## src/rtl/different_widths_fifo.sv

```systemverilog
`default_nettype none
// ============================================================================
// Module   : different_widths_fifo
// Purpose  : Single-clock FIFO that accepts WIDTH_IN-bit words and delivers
//            them as WIDTH_OUT-bit slices, least-significant slice first.
//            Output data is registered: an accepted pop loads the next slice
//            into q, valid in the following cycle.
// Revision : 1.0 - initial release
// ----------------------------------------------------------------------------
// Parameters
//   WIDTH_IN  : push word width (integer multiple of WIDTH_OUT)
//   WIDTH_OUT : pop slice width
//   DEPTH     : capacity in WIDTH_IN words (power of 2, >= 2)
// Ports
//   clk       : clock, rising edge
//   rst       : asynchronous active-high reset
//   push      : write request, accepted when full=0
//   pop       : read request, accepted when empty=0
//   d         : write data (WIDTH_IN)
//   q         : registered read slice (WIDTH_OUT)
//   full      : fewer than one word's worth of free slice slots remain
//   empty     : no unread slices stored
// Optional build macro
//   DIFFERENT_WIDTHS_FIFO_ERR_FLAGS_EN : adds sticky overflow / underflow
//   outputs (push while full / pop while empty), cleared only by rst.
// ============================================================================
module different_widths_fifo #(
    parameter int WIDTH_IN  = 8,
    parameter int WIDTH_OUT = 4,
    parameter int DEPTH     = 64
) (
    input  logic                 clk,
    input  logic                 rst,
    input  logic                 push,
    input  logic                 pop,
    input  logic [WIDTH_IN-1:0]  d,
    output logic [WIDTH_OUT-1:0] q,
    output logic                 full,
    output logic                 empty
`ifdef DIFFERENT_WIDTHS_FIFO_ERR_FLAGS_EN
    ,
    output logic                 overflow,
    output logic                 underflow
`endif
);

    // ------------------------------------------------------------------------
    // Derived constants
    // ------------------------------------------------------------------------
    localparam int c_RATIO = WIDTH_IN / WIDTH_OUT;
    localparam int c_AW    = (DEPTH > 1) ? $clog2(DEPTH) : 1;
    localparam int c_SW    = (c_RATIO > 1) ? $clog2(c_RATIO) : 1;
    localparam int c_CAP   = DEPTH * c_RATIO;
    localparam int c_CW    = $clog2(c_CAP + 1);

    localparam logic [c_CW-1:0] c_RATIO_CNT  = c_CW'(c_RATIO);
    localparam logic [c_CW-1:0] c_FULL_THR   = c_CW'(c_CAP - c_RATIO);
    localparam logic [c_SW-1:0] c_LAST_SLICE = c_SW'(c_RATIO - 1);

    // ------------------------------------------------------------------------
    // State
    // ------------------------------------------------------------------------
    logic [WIDTH_IN-1:0]  r_mem [DEPTH];
    logic [c_AW-1:0]      r_wr_ptr;
    logic [c_AW-1:0]      r_rd_word;
    logic [c_SW-1:0]      r_rd_slice;
    logic [c_CW-1:0]      r_count;
    logic [WIDTH_OUT-1:0] r_q;

    logic                 w_push_ok;
    logic                 w_pop_ok;
    logic [c_CW-1:0]      w_count_nxt;
    logic [WIDTH_IN-1:0]  w_rd_word;
    logic [WIDTH_OUT-1:0] w_slices [c_RATIO];

    // ------------------------------------------------------------------------
    // Flags come straight from the registered slice count, so they always
    // describe the state left by the most recent edge.
    // ------------------------------------------------------------------------
    assign full      = (r_count > c_FULL_THR);
    assign empty     = (r_count == '0);
    assign q         = r_q;

    assign w_push_ok = push && !full;
    assign w_pop_ok  = pop  && !empty;

    // ------------------------------------------------------------------------
    // Word storage: written whole, no reset needed since the count gates
    // every read.
    // ------------------------------------------------------------------------
    always_ff @(posedge clk) begin
        if (w_push_ok) begin
            r_mem[r_wr_ptr] <= d;
        end
    end

    // Split the word under the read pointer into its slices; slice 0 is the
    // least-significant one and leaves the FIFO first.
    assign w_rd_word = r_mem[r_rd_word];

    generate
        for (genvar gi = 0; gi < c_RATIO; gi++) begin : g_slice
            assign w_slices[gi] = w_rd_word[gi*WIDTH_OUT +: WIDTH_OUT];
        end
    endgenerate

    // ------------------------------------------------------------------------
    // Occupancy in slices: a push adds a whole word, a pop removes one slice.
    // ------------------------------------------------------------------------
    always_comb begin
        w_count_nxt = r_count;
        unique case ({w_push_ok, w_pop_ok})
            2'b10:   w_count_nxt = r_count + c_RATIO_CNT;
            2'b01:   w_count_nxt = r_count - c_CW'(1);
            2'b11:   w_count_nxt = r_count + c_RATIO_CNT - c_CW'(1);
            default: w_count_nxt = r_count;
        endcase
    end

    // ------------------------------------------------------------------------
    // Pointers, count and output register. DEPTH is a power of 2, so the
    // word pointers wrap naturally at their bit width.
    // ------------------------------------------------------------------------
    always_ff @(posedge clk or posedge rst) begin
        if (rst) begin
            r_wr_ptr   <= '0;
            r_rd_word  <= '0;
            r_rd_slice <= '0;
            r_count    <= '0;
            r_q        <= '0;
        end else begin
            r_count <= w_count_nxt;

            if (w_push_ok) begin
                r_wr_ptr <= r_wr_ptr + c_AW'(1);
            end

            if (w_pop_ok) begin
                r_q <= w_slices[r_rd_slice];
                // Last slice of the word consumed: move on to the next word.
                if (r_rd_slice == c_LAST_SLICE) begin
                    r_rd_slice <= '0;
                    r_rd_word  <= r_rd_word + c_AW'(1);
                end else begin
                    r_rd_slice <= r_rd_slice + c_SW'(1);
                end
            end
        end
    end

`ifdef DIFFERENT_WIDTHS_FIFO_ERR_FLAGS_EN
    // ------------------------------------------------------------------------
    // Sticky error flags: record any rejected request until the next reset.
    // ------------------------------------------------------------------------
    logic r_overflow;
    logic r_underflow;

    always_ff @(posedge clk or posedge rst) begin
        if (rst) begin
            r_overflow  <= 1'b0;
            r_underflow <= 1'b0;
        end else begin
            if (push && full) begin
                r_overflow <= 1'b1;
            end
            if (pop && empty) begin
                r_underflow <= 1'b1;
            end
        end
    end

    assign overflow  = r_overflow;
    assign underflow = r_underflow;
`endif

endmodule
`default_nettype wire

```

## config.mk

```make
export PLATFORM = sky130hd
export DESIGN_NAME = different_widths_fifo
export DESIGN_NICKNAME = d
export VERILOG_FILES = /design/src/rtl/different_widths_fifo.sv
export SDC_FILE = /design/constraint.sdc
export NUM_CORES = 1
export LEC_CHECK = 0
export BUFFER_PORTS_ARGS = -buffer_cell sky130_fd_sc_hd__buf_4
export CORE_ASPECT_RATIO = 1.4
export CORE_MARGIN = 4
export CORE_UTILIZATION = 60
export CTS_BUF_LIST = sky130_fd_sc_hd__clkbuf_8
export DETAILED_ROUTE_END_ITERATION = 7
export PLACE_DENSITY = 0.8
export SLEW_MARGIN = 20
export SYNTH_ARGS = -nofsm -noshare
export SYNTH_HDL_FRONTEND = slang
export SYNTH_SLANG_ARGS = --single-unit
```

## constraint.sdc

```tcl
create_clock -name clk -period 4 [get_ports clk]
set_input_delay 1 -clock clk [delete_from_list [all_inputs] [get_ports clk]]
set_output_delay 1 -clock clk [all_outputs]
set_load 0.01 [all_outputs]
```

==> results of run 1 <==
cell usage after synthesis (4+ instances only):
cell type | n | area [um2]
xnor2_1 | 15 | 131
xor2_1 | 7 | 61.3
nor2b_1 | 6 | 37.5
a22o_1 | 6 | 52.6
nor2_1 | 90 | 338
a22oi_1 | 16 | 120
buf_4 | 4 | 30.0
a31oi_1 | 11 | 68.8
buf_6 | 6 | 67.6
edfxtp_1 | 512 | 15400
dfrtp_1 | 25 | 626
o22ai_1 | 32 | 200
o21ai_0 | 5 | 25.0
nand4_1 | 8 | 50.1
or4_1 | 5 | 37.5
nand3_1 | 8 | 40.0
mux4_1 | 9 | 236
nand3b_1 | 8 | 60.1
inv_1 | 5 | 18.8
o211ai_1 | 6 | 45.0
mux2i_1 | 9 | 90.1
or3b_2 | 4 | 35.0
nand2_1 | 29 | 109
mux4_2 | 118 | 2660
buf_2 | 24 | 120
clkbuf_1 | 11 | 41.3
buf_1 | 8 | 30.0
ha_1 | 4 | 50.1
nor3_1 | 8 | 40.0
worst paths after layout:
path / start / end / slack, ns / cells after the start
worst min-delay path: r_rd_slice$_DFFE_PP0N_ / r_rd_slice$_DFFE_PP0N_ / 0.52 / 2
worst max-delay path: r_count[3]$_DFFE_PP0P_ / empty / 1.14 / 3
max in group asynchronous: rst / r_rd_word[1]$_DFFE_PP0P_ / 2.73 / 2
worst max register to register: r_rd_word[0]$_DFFE_PP0P_ / q[0]$_DFFE_PP0N_ / 1.15 / 6
worst min register to register: r_rd_slice$_DFFE_PP0N_ / r_rd_slice$_DFFE_PP0N_ / 0.52 / 2
min in group asynchronous: rst / r_wr_ptr[1]$_DFFE_PP0P_ / 0.58 / 2
worst reg2reg max path: cells and delay by family (launching register included):
family | cells | cell delay (ns)
DFF | 1 | 0.66
muxes | 1 | 0.60
buffers and inverters | 1 | 0.51
AOI/OAI and AO/OA | 3 | 0.73
and+or+nand+nor | 1 | 0.22
state kept, by name, indices dropped and copies added (netlist names):
| signal | cells |
|---|---|
| q | 4 |
| r_count | 8 |
| r_mem | 512 |
| r_rd_slice | 1 |
| r_rd_word | 6 |
| r_wr_ptr | 6 |
power by group:
group,internal [mW],leakage (nW),switching (mW)
clock,1.93,0.729,1.94
sequential,6.41,4.91,0.373
combinational,1.81,1.85,2.19
total,10.2,7.49,4.50
logic make-up after synthesis:
family	after synthesis
xor+xnor	22
fa+ha+maj	4
compound gates	97
buf+inv	62
flops	537
mux	138
simple gates	182
layer usage:
metal	vias up	routed length [um]	global-route usage, %	part of all wire (%)
met5	-	0	0	0
met4	0	1950	11.1	4.3
met3	109	3280	3.65	7.2
met2	584	23700	41.1	52
met1	5528	16700	31.4	37
li1	4509	-	-	-
layout by cell type, fill, tap and decap left out, types with 3 or more instances in the layout:
master / count
a211oi_1: 3
a21oi_1: 3
a22o_1: 6
a22oi_1: 16
a31oi_1: 11
and2_1: 3
buf_12: 4
buf_4: 77
bufinv_16: 3
clkbuf_8: 74
clkinv_1: 13
clkinv_2: 12
clkinv_4: 3
clkinvlp_4: 5
dfrtp_1: 23
edfxtp_1: 512
ha_1: 4
inv_1: 18
mux2i_1: 9
mux4_1: 9
mux4_2: 118
nand2_1: 29
nand3_1: 8
nand3b_1: 8
nand4_1: 8
nor2_1: 90
nor2b_1: 6
nor3_1: 8
nor4_1: 3
o211ai_1: 6
o21ai_0: 5
o22ai_1: 32
or3b_2: 4
or4_1: 5
xnor2_1: 15
xor2_1: 7
stage by stage:
stage,cell area (um2),worst slack (ns),utilization [%],hold WS (ns),std cells
after floorplan,21100,1.34,-,0.469,1042
after global placement,22000,0.778,63.2,0.488,1523
after detailed placement,22000,0.570,63.2,0.503,1523
after CTS,23400,1.15,67.0,0.521,1647
after global routing,23400,0.981,67.0,0.548,1647
final,23400,1.14,67.0,0.523,1647
cell type report:
type                            instances  area share, %
Clock buffer                           74           4.36
Clock inverter                         50           1.37
Inverter                                6         0.0964
Multi-Input combinational cell        443           20.4
Sequential cell                       537           68.5
Tap cell                              456           2.44
Timing Repair Buffer                   81           2.82
==> impl_metrics.tcl, run 1 <==
set metrics [dict create \
    relSlewSlack_pct 37.0 \
    synth-edff-count 512 \
    die_h_um 230 \
    ant_nets 0 \
    synth_simple_gate_area_share_pct 4.03 \
    async_flop_share_pct 4.66 \
    ys_ff_latch 537 \
    vias 10700 \
    worstMarginPinSlew_ns 0.944 \
    leakage_nw 7.49 \
    yosys.cell_types.count 53 \
    initial_core_util_pct 60.6 \
    cts_tree "yes" \
    cp_max_fo 8 \
    die_x_um 167 \
    clock_path_buffers 3 \
    syn_area_um2 21100 \
    nFillCells 2112 \
    synth.avg_cell_area_um2 20.3 \
    path_cells "nor3_1 -> and3_1 -> buf_4" \
    fin_skew_ns 0.0384 \
    cts.sinks 537 \
    layout.nets 1157 \
    gp_congestion 0.966 \
    cp.arrival_ns 1.86 \
    cts_resized 0 \
    clock.fmax_ghz 0.350 \
    areaGrowthSynthToFinish_pct 10.6 \
    fp.dieArea_um2 38300 \
    finalSetupViolations 0 \
    ir_drop_uv 454 \
    cap_violations 0 \
    required_ns 3.00 \
    dp_hpwl_mm 28.3 \
    critPathBufInv 1 \
    grt.total_usage_pct 24.2 \
    setup.worst_path.start_class "flop" \
    min_path_type "reg2reg" \
    p_per_area_nw_per_um2 627 \
    h-tree-depth 3 \
    numCtsBuffers 72 \
    synth_xor_area_share_pct 0.912 \
    syn_inst 1042 \
    rsz0062_at_grt "false" \
    finalHoldViolCount 0 \
    worst_path_max_delay_cell "dfrtp_1" \
    multi_input_area_um2 4770 \
    grt_max_degree 65 \
    drc_errors 0 \
    ys.flop_type "edfxtp_1" \
    critPathKind "reg2out" \
    power.total_mw 14.7 \
    crit_family "simple AND/OR/NAND/NOR gates" \
    synth_top_family_by_area "multiplexers" \
    worst_setup_path_end_kind "primary output" \
    synth_fa_ha_area_share_pct 0.237 \
    grt_overflow_total 0 \
    min_period_ns 2.86 \
    dr.pass1.iters 5 \
    synth-compound-area-share_pct 3.17 \
    ys_warn_count 0 \
    synthMuxAreaShare_pct 14.2 \
    ctsHoldBuffers 0 \
    ys_seq_area_share_pct 75.7 \
    fp.coreArea_um2 34900 \
    clk_pin_slew_ns 0.07 \
    fin_crit_sh_pct 71.5 \
    antenna_found_initial 0 \
    grt_pass1_vias 11200 \
    drive_gt1_share_pct 26.0 \
    slew_violations 0 \
    postCtsSetupBuffers 0 \
    regArea_um2 16000 \
    grt_pass1_wl_mm 69.1 \
    dr.first_iter.drc_count 1346 \
    portBuffers 17 \
    syn_nets 1058 \
    routedWlPerCell_um 27.7 \
    rows 81 \
    io_pins 18 \
    setup_tns_ns 0 \
    clk_latency_ns 0.64 \
    vias_per_cell 6.51 \
    cpPeakStageDelay_ns 0.47 \
    status "complete, no violations" \
    num_antenna_cells 0 \
    cts_root_buffer "clkbuf_8" \
    wl_mm 45.6 \
]
Power figures use the tool's default switching activity.
==> run 2: changes to the inputs <==
- clock period: 4 -> 2.8 ns (I/O delays scaled with it)
==> impl_metrics.tcl, run 2 (synthesis gave the netlist of run 1 again) <==
set metrics [dict create \
    grt_overflow_total 0 \
    final_cell_mix "edfxtp_1, buf_4, mux4_2" \
    reg2regPathDepth 7 \
    largest_reg_flops 512 \
    cts_resized 0 \
    min_path_type "in2async" \
    die_x_um 167 \
    relSlewSlack_pct 37.7 \
    rows 81 \
    fin_crit_sh_pct 91.1 \
    drc_errors 0 \
    grt.total_usage_pct 25.1 \
    r2r_setup_slack_ns 0.32 \
    cap_violations 0 \
    clk_pin_slew_ns 0.06 \
    fin_skew_ns 0.0381 \
    vias_per_cell 6.47 \
    initial_core_util_pct 60.6 \
    p_per_area_nw_per_um2 885 \
    drive_gt1_share_pct 28.0 \
    required_ns 2.10 \
    cpPeakStageDelay_ns 0.49 \
    path_cells "nor3_1 -> and3_1 -> buf_4" \
    dp_hpwl_mm 28.9 \
    cts_tree "yes" \
    fp.coreArea_um2 34900 \
    gp_congestion 0.899 \
    routedWlPerCell_um 27.7 \
    r2r_start "r_rd_word[0]$_DFFE_PP0P_" \
    grt_max_degree 65 \
    vias 10900 \
    h-tree-depth 3 \
    top_regs "r_mem: 512 flops, r_count: 8 flops" \
    numCtsBuffers 74 \
    postCtsSetupBuffers 0 \
    worst_setup_path_end_kind "primary output" \
    fp.dieArea_um2 38300 \
    leakage_nw 7.74 \
    status "complete, no violations" \
    clk_latency_ns 0.65 \
    cp_max_fo 8 \
    critPathKind "reg2out" \
    top_register "r_mem" \
    startpoint "r_count[4]$_DFFE_PP0P_" \
    clock_path_buffers 3 \
    ant_nets 0 \
    num_antenna_cells 0 \
    path_depth 3 \
    ctsHoldBuffers 0 \
    cp.arrival_ns 1.85 \
    worstSetupEndpoint "empty" \
    dr.pass1.iters 6 \
    crit_family "simple AND/OR/NAND/NOR gates" \
    setup.worst_path.start_class "flop" \
    wl_mm 46.7 \
    regToRegEndpoint "q[0]$_DFFE_PP0N_" \
    cts.sinks 537 \
    setup_tns_ns 0 \
    dr.first_iter.drc_count 1403 \
    cts_root_buffer "clkbuf_8" \
    final_common_cell "edfxtp_1" \
    critPathBufInv 1 \
    rsz0062_at_grt "false" \
    min_period_ns 2.55 \
    antenna_found_initial 0 \
    power.total_mw 21.0 \
    grt_pass1_wl_mm 71.6 \
    worstMarginPinSlew_ns 0.931 \
    areaGrowthSynthToFinish_pct 12.1 \
    grt_pass1_vias 11400 \
    portBuffers 17 \
    layout.nets 1203 \
    die_h_um 230 \
    io_pins 18 \
    worst_path_max_delay_cell "dfrtp_1" \
    clock.fmax_ghz 0.392 \
    finalSetupViolations 0 \
    ir_drop_uv 553 \
    slew_violations 0 \
    finalHoldViolCount 0 \
]
[run 2: changes by cell type in the layout (fill, tap and decap cells not counted), moves of 3 or more]
cell / change
buf_4: +42
clkinv_4: -3
inv_1: +10
clkinv_2: -7
clkbuf_8: +5
[run 2: stage by stage]
step | util, % | worst slack (ns) | hold WS (ns) | instances | area (um2)
2_1_floorplan | - | 0.444 | 0.469 | 1042 | 21100
3_3_place_gp | 64.2 | 0.337 | 0.485 | 1567 | 22400
3_5_place_dp | 64.2 | 0.276 | 0.517 | 1567 | 22400
4_1_cts | 67.9 | 0.243 | 0.129 | 1690 | 23700
5_1_grt | 67.9 | 0.00334 | 0.171 | 1690 | 23700
6_report | 67.9 | 0.250 | 0.150 | 1690 | 23700
[run 2: where the power goes]
group	internal (mW)	total (mW)	leakage, nW	switching [mW]
logic	2.73	5.95	2.09	3.22
registers	9.16	9.61	4.91	0.448
clock network	2.68	5.40	0.743	2.72
total	14.6	21.0	7.74	6.39
[run 2: worst min-delay path by stage]
stage                               end  slack [ns]  cells past startpoint
3_3_place_gp     r_rd_slice$_DFFE_PP0N_        0.49                      2
5_1_grt          r_count[1]$_DFFE_PP0P_        0.17                      2
6_report       r_rd_word[3]$_DFFE_PP0P_        0.15                      2
3_5_place_dp     r_rd_slice$_DFFE_PP0N_        0.52                      2
4_1_cts        r_rd_word[3]$_DFFE_PP0P_        0.13                      2
2_1_floorplan    r_rd_slice$_DFFE_PP0N_        0.47                      2
[run 2: area by class of cell]
type,instances,area (um2)
Clock buffer,79,1090
Tap cell,456,571
Multi-Input combinational cell,443,4780
Fill cell,2101,11200
Sequential cell,537,16000
Timing Repair Buffer,125,1010
Clock inverter,44,209
Inverter,6,22.5
[run 2: layer usage]
layer / vias up / GRT usage, % / wire length (um) / share of wire [%]
met5: - / 0 / 0 / 0
met4: 0 / 10.1 / 1830 / 3.9
met3: 111 / 5.54 / 3720 / 8.0
met2: 615 / 42.3 / 24500 / 52
met1: 5613 / 32.3 / 16700 / 36
li1: 4589 / - / - / -
